## src/rtl/pipelined_conditional_sum_adder.sv

```systemverilog
// Pipelined conditional-sum adder/subtractor with a valid/ready handshake on both sides.
// Optional signed-overflow output is enabled by defining CSA_OVERFLOW_EN.
module pipelined_conditional_sum_adder #(
  parameter int WIDTH = 16
) (
  input  logic             clk,
  input  logic             rst,
  input  logic             in_valid,
  output logic             in_ready,
  input  logic [WIDTH-1:0] x,
  input  logic [WIDTH-1:0] y,
  input  logic             cin,
  input  logic             sub,
  output logic             out_valid,
  input  logic             out_ready,
  output logic [WIDTH-1:0] sum,
`ifdef CSA_OVERFLOW_EN
  output logic             ovf,
`endif
  output logic             cout
);

  localparam int LEVELS = $clog2(WIDTH);
  localparam int LAT    = LEVELS + 1;

  logic             adv;
  logic [LAT-2:0]   stage_valid;
  logic             out_valid_q;
  logic [WIDTH-1:0] sum_q;
  logic             cout_q;
  logic [WIDTH-1:0] y_eff;
  logic             cin_eff;
  logic [WIDTH-1:0] sum_d;
  logic             cout_d;

  // Per-bit pair (sum, carry-out of the bit within its block) for block carry-in 0 and 1
  logic [WIDTH-1:0] s0_q [LEVELS];
  logic [WIDTH-1:0] s1_q [LEVELS];
  logic [WIDTH-1:0] c0_q [LEVELS];
  logic [WIDTH-1:0] c1_q [LEVELS];
  logic [WIDTH-1:0] s0_d [LEVELS];
  logic [WIDTH-1:0] s1_d [LEVELS];
  logic [WIDTH-1:0] c0_d [LEVELS];
  logic [WIDTH-1:0] c1_d [LEVELS];

`ifdef CSA_OVERFLOW_EN
  logic ovf_q;
  logic msb_cin_d;
`endif

  function automatic int low_top(input int i, input int k);
    return ((i >> k) << k) + (1 << (k - 1)) - 1;
  endfunction

  assign adv       = !out_valid_q || out_ready;
  assign in_ready  = adv;
  assign out_valid = out_valid_q;
  assign sum       = sum_q;
  assign cout      = cout_q;
`ifdef CSA_OVERFLOW_EN
  assign ovf       = ovf_q & out_valid_q;
`endif

  always_comb begin
    y_eff   = sub ? ~y : y;
    cin_eff = cin ^ sub;

    s0_d[0] = x ^ y_eff;
    s1_d[0] = ~(x ^ y_eff);
    c0_d[0] = x & y_eff;
    c1_d[0] = x | y_eff;
    // Bit 0 sees the real carry-in, so block 0 is resolved from level 0 onward
    s0_d[0][0] = x[0] ^ y_eff[0] ^ cin_eff;
    s1_d[0][0] = s0_d[0][0];
    c0_d[0][0] = (x[0] & y_eff[0]) | (cin_eff & (x[0] ^ y_eff[0]));
    c1_d[0][0] = c0_d[0][0];

    for (int k = 1; k < LEVELS; k++) begin
      s0_d[k] = s0_q[k-1];
      s1_d[k] = s1_q[k-1];
      c0_d[k] = c0_q[k-1];
      c1_d[k] = c1_q[k-1];
      for (int i = 0; i < WIDTH; i++) begin
        if (((i >> (k - 1)) & 1) != 0) begin
          s0_d[k][i] = c0_q[k-1][low_top(i, k)] ? s1_q[k-1][i] : s0_q[k-1][i];
          c0_d[k][i] = c0_q[k-1][low_top(i, k)] ? c1_q[k-1][i] : c0_q[k-1][i];
          s1_d[k][i] = c1_q[k-1][low_top(i, k)] ? s1_q[k-1][i] : s0_q[k-1][i];
          c1_d[k][i] = c1_q[k-1][low_top(i, k)] ? c1_q[k-1][i] : c0_q[k-1][i];
        end
      end
    end

    sum_d = s0_q[LEVELS-1];
    for (int i = WIDTH / 2; i < WIDTH; i++) begin
      sum_d[i] = c0_q[LEVELS-1][WIDTH/2-1] ? s1_q[LEVELS-1][i] : s0_q[LEVELS-1][i];
    end
    cout_d = c0_q[LEVELS-1][WIDTH/2-1] ? c1_q[LEVELS-1][WIDTH-1] : c0_q[LEVELS-1][WIDTH-1];
`ifdef CSA_OVERFLOW_EN
    msb_cin_d = c0_q[LEVELS-1][WIDTH/2-1] ? c1_q[LEVELS-1][WIDTH-2] : c0_q[LEVELS-1][WIDTH-2];
`endif
  end

  always_ff @(posedge clk) begin
    if (rst) begin
      stage_valid <= '0;
      out_valid_q <= 1'b0;
    end else if (adv) begin
      stage_valid[0] <= in_valid;
      for (int k = 1; k < LEVELS; k++) begin
        stage_valid[k] <= stage_valid[k-1];
      end
      out_valid_q <= stage_valid[LEVELS-1];
    end
  end

  // Data registers only load under a valid beat so bubbles leave them untouched
  always_ff @(posedge clk) begin
    if (adv) begin
      if (in_valid) begin
        s0_q[0] <= s0_d[0];
        s1_q[0] <= s1_d[0];
        c0_q[0] <= c0_d[0];
        c1_q[0] <= c1_d[0];
      end
      for (int k = 1; k < LEVELS; k++) begin
        if (stage_valid[k-1]) begin
          s0_q[k] <= s0_d[k];
          s1_q[k] <= s1_d[k];
          c0_q[k] <= c0_d[k];
          c1_q[k] <= c1_d[k];
        end
      end
    end
  end

  always_ff @(posedge clk) begin
    if (rst) begin
      sum_q  <= '0;
      cout_q <= 1'b0;
`ifdef CSA_OVERFLOW_EN
      ovf_q  <= 1'b0;
`endif
    end else if (adv && stage_valid[LEVELS-1]) begin
      sum_q  <= sum_d;
      cout_q <= cout_d;
`ifdef CSA_OVERFLOW_EN
      ovf_q  <= msb_cin_d ^ cout_d;
`endif
    end
  end

endmodule

```

## config.mk

```make
export PLATFORM = sky130hd
export DESIGN_NAME = pipelined_conditional_sum_adder
export DESIGN_NICKNAME = d
export VERILOG_FILES = /design/src/rtl/pipelined_conditional_sum_adder.sv
export SDC_FILE = /design/constraint.sdc
export NUM_CORES = 1
export LEC_CHECK = 0
export BUFFER_PORTS_ARGS = -buffer_cell sky130_fd_sc_hd__buf_2
export CAP_MARGIN = 20
export CORE_ASPECT_RATIO = 2
export CORE_MARGIN = 2
export CORE_UTILIZATION = 50
export DETAILED_ROUTE_END_ITERATION = 8
export PLACE_DENSITY = 0.71
export SLEW_MARGIN = 10
export SYNTH_ARGS = -nofsm -noshare
export SYNTH_HDL_FRONTEND = slang
export SYNTH_SLANG_ARGS = --single-unit
```

## constraint.sdc

```tcl
create_clock -name clk -period 2.6 [get_ports clk]
set_input_delay 0.52 -clock clk [delete_from_list [all_inputs] [get_ports clk]]
set_output_delay 0.52 -clock clk [all_outputs]
set_load 0.01 [all_outputs]
```

==> results.toml <==
[finish]
fillers = 1160
fin_cells = 724
final_common_cell = "edfxtp_1"
layout.area.seq_mm2 = 0.00552
fin_nets = 585
drive_gt1_share_pct = 32.9
area_growth_pct = 14.6
n_antenna_cell = 0
multi_input_area_mm2 = 0.00174
final_cell_mix = "169 x edfxtp_1, 66 x mux2_2, 63 x inv_1, 56 x buf_2, 30 x ha_1"
utilization_pct = 58.8

[clocking]
post_cts_resized = 0
path_clk_slew_ns = 0.07
root_buffer = "clkbuf_16"
cts_buffer_depth = 2
tritoncts = "yes"
h-tree-depth = 4
clock_latency_ns = 0.42
holdBufCountCts = 0
postCtsSetupRepairBufs = 0
cts_inserted_buffers = 17
clkSinkCount = 191

[worst_setup_path]
critPathCaptureType = "output port"
crit_buf_inv = 2
crit_type = "register to output port"
reg2reg_slack_ns = 0.69
critPathMaxStageDelay_ns = 0.34
r2r_end = "c1_q[0][13]"
worstPathRequired_ns = 2.08
cp_max_fo = 23
cp.arrival_ns = 1.45
r2r_start = "out_valid"
critical_path.startpoint = "out_valid"
path_depth = 3
path_cells = "nor2b_4 -> inv_4 -> buf_2"
start_kind = "register"
reg2reg_depth = 5
worstSetupEndpoint = "in_ready"
critPathTopFamily = "buffers and inverters"
slowest_stage = "nor2b_4"

[route]
drt.antenna.violating_nets = 0
drt-pass1-iter-count = 4
drc = 0
dr_total_vias = 3425
via_per_inst = 4.73
wl_per_cell_um = 12.6
totalWireLength_um = 9150
drt_iter0_markers = 148

[power_and_ir_drop]
p_int_mw = 5.35
p_seq_share_pct = 54.4
power_mw = 6.66
p_clk_share_pct = 40.5
p_per_area_mw_per_mm2 = 765
ir_drop_mv = 0.515
switchingPower_mw = 1.31
switching_share_pct = 19.7
p_comb_share_pct = 5.1
p_leak_nw = 3.33

[logic_synthesis]
syn_inst = 447
syn_nets = 516
ys_types = 24
syn_area_mm2 = 0.00760
yosys_warnings = 0
syn-mean-instance-area_um2 = 17.0
synth-seq-area-share_pct = 72.6
synth_seq_cells = 191

[grt]
grt_overflow = 0
grt_max_degree = 46
grt_pass1_vias = 3422
grtUsageTotal_pct = 12.6
antenna_found_initial = 0
grt_first_pass_wirelength_um = 15500

[place]
dp_slack_ns = 0.420
dp.cells = 692
dp_hpwl_um = 6620
port_buffers = 56
gp_congestion = 0.743

[timing]
finalSetupViolCount = 0
clock.fmax_mhz = 507
tns_ns = 0
slew_viol_final = 0
min_period_ns = 1.97
tightest_slew_ns = 0.892
rsz0062_at_grt = "no"
clock_skew_ns = 0.00838
timing.slew.headroom_pct = 40.5
post-route-period-util_pct = 75.9
final_hold_viol_count = 0
worst_slack_ns = 0.628

[floorplan]
dieWidth_um = 91.2
dieArea_mm2 = 0.0163
coreArea_mm2 = 0.0148
die_h_um = 178
boundaryPins = 57
initial_core_util_pct = 51.3
num_rows = 63

[worst_hold_path]
whs_path_depth = 3
hp-class = "input port to register"

[run_status]
status = "finished, final reports clean"

[flow_run]
maxCapViolCount = 0
[per-layer routing]
layer / vias to the layer above / global-route usage, % / share of wire [%]
li1: 1733 / - / -
met1: 1619 / 12.3 / 37
met2: 60 / 23.0 / 57
met3: 13 / 3.80 / 3.6
met4: 0 / 7.39 / 2.3
met5: - / 0 / 0
[registers in the layout (all words and copies together), names as in the netlist]
| signal | flops |
|---|---|
| sum | 16 |
| s0_q | 50 |
| c1_q | 26 |
| out_valid | 1 |
| c0_q | 30 |
| s1_q | 63 |
| stage_valid | 4 |
| cout | 1 |
[layout make-up]
type / instances / share of cell area [%]
repair buffers: 60 / 3.71
flip-flops and latches: 191 / 63.3
clock buffers: 18 / 4.93
clock inverters: 14 / 2.36
inverters: 66 / 2.87
well taps: 195 / 2.80
multi-input cells: 180 / 20.0
[synthesized netlist by cell type, drive strengths merged]
cell / n / area, um^2
o21ai: 8 / 40.0
nand2: 8 / 30.0
clkbuf: 1 / 3.75
nor2b: 1 / 13.8
ha: 30 / 375
nor2: 1 / 11.3
inv: 66 / 250
fa: 1 / 20.0
a211oi: 9 / 97.6
dfxtp: 22 / 440
buf: 9 / 87.6
nand3: 8 / 40.0
a21oi: 22 / 133
mux2i: 9 / 90.1
mux2: 66 / 743
edfxtp: 169 / 5070
xor2: 17 / 149
[how the worst min path moves through the flow]
stage / from / end / slack (ns)
after floorplan: s0_q[0][10] / s0_q[1][10] / 0.40
after global placement: s1_q[2][0] / s1_q[3][0] / 0.40
after detailed placement: s0_q[0][8] / s0_q[1][8] / 0.40
after CTS: in_valid / stage_valid[0] / 0.38
after global routing: in_valid / stage_valid[0] / 0.38
final: in_valid / stage_valid[0] / 0.40
[power by group through the flow]
stage | logic [mW] | clock network [mW] | registers, mW
floorplan | 0.248 | 0 | 3.67
global placement | 0.329 | 0 | 3.68
detailed placement | 0.345 | 0 | 3.70
CTS | 0.348 | 2.75 | 3.63
global route | 0.391 | 2.90 | 3.64
finish | 0.340 | 2.70 | 3.63
[metrics by stage]
step,instance area (um^2),hold slack [ns]
finish,8710,0.400
global route,8710,0.380
CTS,8710,0.380
detailed placement,8080,0.405
global placement,8080,0.403
floorplan,7600,0.400
[logic make-up (layout without fill, tap and decap cells)]
kind of cell,Yosys count,in the layout,synth area share (%)
AO/OA/AOI/OAI,39,39,3.56
XOR/XNOR,17,17,1.96
adder cells (fa/ha/maj),31,31,5.20
buffers and inverters,76,158,4.49
flip-flops,191,191,72.6
multiplexers,75,75,11.0
AND/OR/NAND/NOR,18,18,1.25
[worst reg2reg max path, cell delays in order, from the launching register on]
cell and delay (ns):
dfxtp_1 0.31, nor2b_4 0.17, inv_4 0.22, nand2_1 0.14, inv_2 0.48, buf_12 0.29
Note: power is estimated with default switching activity, not from simulation.
